**config.mk**
```make
export PLATFORM = sky130hd
export DESIGN_NAME = sha256_msg_sched
export DESIGN_NICKNAME = d
export VERILOG_FILES = /design/src/rtl/sha256_msg_sched.sv
export SDC_FILE = /design/constraint.sdc
export NUM_CORES = 1
export LEC_CHECK = 0
export ABC_AREA = 1
export CORE_ASPECT_RATIO = 0.75
export CORE_MARGIN = 3
export CORE_UTILIZATION = 62
export CTS_CLUSTER_DIAMETER = 120
export CTS_CLUSTER_SIZE = 20
export DETAILED_ROUTE_END_ITERATION = 12
export PLACE_DENSITY = 0.8
export SYNTH_ARGS = -nofsm -noshare
export SYNTH_HDL_FRONTEND = slang
export SYNTH_HIERARCHICAL = 1
export SYNTH_SLANG_ARGS = --single-unit
```
**constraint.sdc**
```tcl
create_clock -name clk -period 5.25 [get_ports clk]
set_clock_uncertainty 0.1 [all_clocks]
set_input_delay 0.7875 -clock clk [delete_from_list [all_inputs] [get_ports clk]]
set_output_delay 0.7875 -clock clk [all_outputs]
set_load 0.05 [all_outputs]
```
**src/rtl/sha256_msg_sched.sv**
```systemverilog
// SHA-256 message schedule sequencer: loads 16 block words, expands W[16..63], streams W[0..63].
// Optional macro SHA256_MSG_SCHED_PIPE_EN registers the compressor outputs (2 cycles per expanded word).

module compressor_32b (
  input  logic [31:0] a1,
  input  logic [31:0] a2,
  input  logic [31:0] a3,
  input  logic [31:0] a4,
  input  logic [31:0] a5,
  input  logic [31:0] a6,
  input  logic [31:0] a7,
  output logic [31:0] sum1,
  output logic [31:0] sum2,
  output logic        ovfl
);
  function automatic logic [31:0] maj(input logic [31:0] x, input logic [31:0] y,
                                      input logic [31:0] z);
    return (x & y) | (x & z) | (y & z);
  endfunction

  logic [31:0] s0, c0, s1, c1, s2, c2, s3, c3, c4;

  // Carry-save tree of 3:2 counters; each carry vector moves up one bit, top carry is dropped
  always_comb begin
    s0   = a1 ^ a2 ^ a3;
    c0   = maj(a1, a2, a3);
    s1   = a4 ^ a5 ^ a6;
    c1   = maj(a4, a5, a6);
    s2   = s0 ^ {c0[30:0], 1'b0} ^ s1;
    c2   = maj(s0, {c0[30:0], 1'b0}, s1);
    s3   = s2 ^ {c1[30:0], 1'b0} ^ a7;
    c3   = maj(s2, {c1[30:0], 1'b0}, a7);
    sum1 = s3 ^ {c3[30:0], 1'b0} ^ {c2[30:0], 1'b0};
    c4   = maj(s3, {c3[30:0], 1'b0}, {c2[30:0], 1'b0});
    sum2 = {c4[30:0], 1'b0};
    ovfl = c0[31] | c1[31] | c2[31] | c3[31] | c4[31];
  end
endmodule

module sha256_msg_sched (
  input  logic        clk,
  input  logic        rst_n,
  input  logic        start,
  input  logic        msg_valid,
  output logic        msg_ready,
  input  logic [31:0] msg_word,
  output logic        w_valid,
  input  logic        w_ready,
  output logic [31:0] w_data,
  output logic [5:0]  w_index,
  output logic        busy,
  output logic        done
);
  typedef enum logic [1:0] {IDLE, LOAD, EXPAND, DONE} state_t;

  state_t      state;
  logic [31:0] win [16];
  logic [5:0]  t;
  logic        out_free, load_xfer, exp_write, shift_en;
  logic [31:0] shift_word, sum1, sum2, w_new;
  logic        unused_ovfl;

  function automatic logic [31:0] sig0(input logic [31:0] x);
    return {x[6:0], x[31:7]} ^ {x[17:0], x[31:18]} ^ (x >> 3);
  endfunction

  function automatic logic [31:0] sig1(input logic [31:0] x);
    return {x[16:0], x[31:17]} ^ {x[18:0], x[31:19]} ^ (x >> 10);
  endfunction

  compressor_32b u_comp (
    .a1   (sig1(win[14])),
    .a2   (win[9]),
    .a3   (sig0(win[1])),
    .a4   (win[0]),
    .a5   (32'd0),
    .a6   (32'd0),
    .a7   (32'd0),
    .sum1 (sum1),
    .sum2 (sum2),
    .ovfl (unused_ovfl)
  );

  assign out_free  = !w_valid || w_ready;
  assign msg_ready = (state == LOAD) && out_free;
  assign load_xfer = msg_ready && msg_valid;
  assign busy      = (state != IDLE);

`ifdef SHA256_MSG_SCHED_PIPE_EN
  logic        phase;
  logic [31:0] sum1_q, sum2_q;

  assign exp_write = (state == EXPAND) && phase && out_free;
  assign w_new     = sum1_q + sum2_q;

  // phase 0 captures the compressor outputs, phase 1 waits for a free output slot to write
  always_ff @(posedge clk or negedge rst_n) begin
    if (!rst_n) begin
      phase  <= 1'b0;
      sum1_q <= '0;
      sum2_q <= '0;
    end else if (state != EXPAND) begin
      phase <= 1'b0;
    end else if (!phase) begin
      sum1_q <= sum1;
      sum2_q <= sum2;
      phase  <= 1'b1;
    end else if (out_free) begin
      phase <= 1'b0;
    end
  end
`else
  assign exp_write = (state == EXPAND) && out_free;
  assign w_new     = sum1 + sum2;
`endif

  assign shift_en   = load_xfer || exp_write;
  assign shift_word = load_xfer ? msg_word : w_new;

  always_ff @(posedge clk or negedge rst_n) begin
    if (!rst_n) begin
      for (int i = 0; i < 16; i++) win[i] <= '0;
    end else if (shift_en) begin
      for (int i = 0; i < 15; i++) win[i] <= win[i+1];
      win[15] <= shift_word;
    end
  end

  // Every word entering the window is also the next word offered on the output stream
  always_ff @(posedge clk or negedge rst_n) begin
    if (!rst_n) begin
      state   <= IDLE;
      t       <= '0;
      w_valid <= 1'b0;
      w_data  <= '0;
      w_index <= '0;
      done    <= 1'b0;
    end else begin
      done <= 1'b0;
      if (shift_en) begin
        w_data  <= shift_word;
        w_index <= t;
        w_valid <= 1'b1;
        t       <= t + 6'd1;
      end else if (w_ready) begin
        w_valid <= 1'b0;
      end
      case (state)
        IDLE: begin
          if (start) begin
            state <= LOAD;
            t     <= '0;
          end
        end
        LOAD:   if (load_xfer && t == 6'd15) state <= EXPAND;
        EXPAND: if (exp_write && t == 6'd63) state <= DONE;
        DONE: begin
          if (w_valid && w_ready && w_index == 6'd63) begin
            done  <= 1'b1;
            state <= IDLE;
          end
        end
        default: state <= IDLE;
      endcase
    end
  end
endmodule

```
==> results.yml <==
run_status:
  outcome: "finished, final reports clean"
drt:
  detail_route.wl_per_cell_um: 18.2
  drtAntennaViolNets: 0
  drc: 0
  vias: 20009
  drtIter0Drc: 1949
  finalWirelength_um: 69200
  via_per_inst: 5.25
  dr.pass1.iters: 6
sta:
  maxSlewViolCount: 0
  period_minus_slack_ns: 4.95
  rsz0062_at_grt: "no"
  setup_viol: 0
  fin_tns_setup_ns: 0
  hold_viol: 0
  worst_pin_slew_ns: 0.869
  period_share: 0.944
  maxSlewHeadroom: 0.421
  fmax_ghz: 0.202
logic_synthesis:
  syn-mean-instance-area_um2: 8.86
  synth_area_mm2: 0.0280
  synthCells: 3157
  ys_warn_count: 6
worst_setup_path:
  cp-start-kind: "flip-flop"
  cp.required_ns: 5.68
  end_kind: "flip-flop"
  arrival_ns: 5.39
  worstPathMaxFanout: 5
  path_class: "flip-flop to flip-flop"
global_route:
  grt_pass1_wl_um: 111000
  grt_pass1_vias: 20200
  antenna_found_initial: 1
  grt.total_usage: 0.301
  grt_start_max_net_pins: 205
  grt-ovfl-total: 0
floorplan:
  core_mm2: 0.0439
  die_w_um: 251
  die_area_mm2: 0.0477
  die_h_um: 190
  ioPinCount: 79
  floorplan.initialDensity: 0.637
  rows: 66
worst_hold_path:
  hold_class: "input port to async pin"
place:
  dp_hpwl_um: 52200
  place_congestion: 0.928
  io_buffer_count: 78
layout:
  drive_gt1_frac: 0.0214
  fin_nets: 3463
  nFillCells: 3503
  area_growth_pct: 6.70
clock_tree:
  cts_buffers: 30
  cts_post_setup_buffers_inserted: 0
  clockRootBuffer: "clkbuf_16"
  cts_buffer_depth: 3
  htree_num_levels: 1
  clock_latency_ns: 0.63
  cts_tree: "yes"
  cts_hold_buf: 0
  path_clk_slew_ns: 0.10
  cts.sinks: 528
flow_run:
  drv_cap: 0
-- worst max-delay path, stage by stage (launching register included) --
cell,delay [ns]
dfrtp_1,0.52
xnor2_1,0.20
xor2_1,0.17
fa_1,0.59
inv_1,0.06
fa_1,0.45
fa_1,0.46
inv_1,0.10
fa_1,0.42
ha_1,0.38
nand2_1,0.12
inv_1,0.06
a21oi_1,0.36
nand3_1,0.31
nand2_1,0.15
nand2_1,0.07
nand2_1,0.06
nand3_1,0.10
nand2_1,0.11
nand2_1,0.05
-- area by class of cell --
cell class	instances	area [µm²]	share of cell area
Antenna cell	1	2.50	0.0000838
Clock buffer	30	751	0.0251
Clock inverter	2	32.5	0.00109
Inverter	622	2350	0.0786
Multi-Input combinational cell	1949	11700	0.393
Sequential cell	528	13200	0.443
Tap cell	578	723	0.0242
Timing Repair Buffer	98	1050	0.0351
-- metrics by stage --
step	hold WS, ns	worst slack, ns	area [µm²]	util	std cells
final	0.0574	0.297	29800	0.679	3808
after global routing	0.0846	0.0899	29800	0.679	3807
after CTS	0.0777	0.382	29800	0.679	3807
after detailed placement	0.361	0.399	29100	0.662	3775
after global placement	0.357	0.391	29100	0.662	3775
after floorplan	0.342	1.10	28300	-	3253
-- repair_timing --
item | in CTS | in global routing
hold endpoints to repair | 0 | 0
setup endpoints to repair | 0 | 1
gates resized for setup | 0 | 1
-- layout by cell type (no fill, tap or decap), types with 3 or more instances in the layout --
master and instances:
inv_1 619, nand2_1 866, clkdlybuf4s50_1 77, buf_4 11, ha_1 39, nor3_1 6, xor2_1 74, xnor2_1 54
a21oi_1 27, nor2_1 56, fa_1 158, or2_2 6, dfrtp_1 528, nand3_1 56, o21bai_1 4, clkinv_8 3
o21ai_1 32, nand4_1 6, o21ai_0 443, clkbuf_16 30, a31oi_1 7, conb_1 98, buf_12 9
-- routing by layer --
metal  global-route usage  share of wire
met3               0.0595          0.071
met1                0.449           0.46
met2                0.464           0.45
met4               0.0667          0.023
met5                    0              0
-- sequential cells by signal (all words and copies together), names as in the netlist --
register  count
win         480
w_data       32
t             6
done          1
w_valid       1
state         2
w_index       6
-- path summary, 6_finish.rpt --
| kind | startpoint | to | slack, ns | cells after the start |
|---|---|---|---|---|
| max in group asynchronous | rst_n | win[436] | 3.74 | 2 |
| setup / recovery | win[62] | w_data[28] | 0.30 | 19 |
| hold reg to reg | win[432] | win[432] | 0.37 | 2 |
| hold / removal | rst_n | win[469] | 0.06 | 1 |
| min in group clk | win[432] | win[432] | 0.37 | 2 |
| setup reg to reg | win[62] | w_data[28] | 0.30 | 19 |
Power is not shown: default switching activity piles up to over one toggle a cycle in this logic, so the estimate is an artifact.
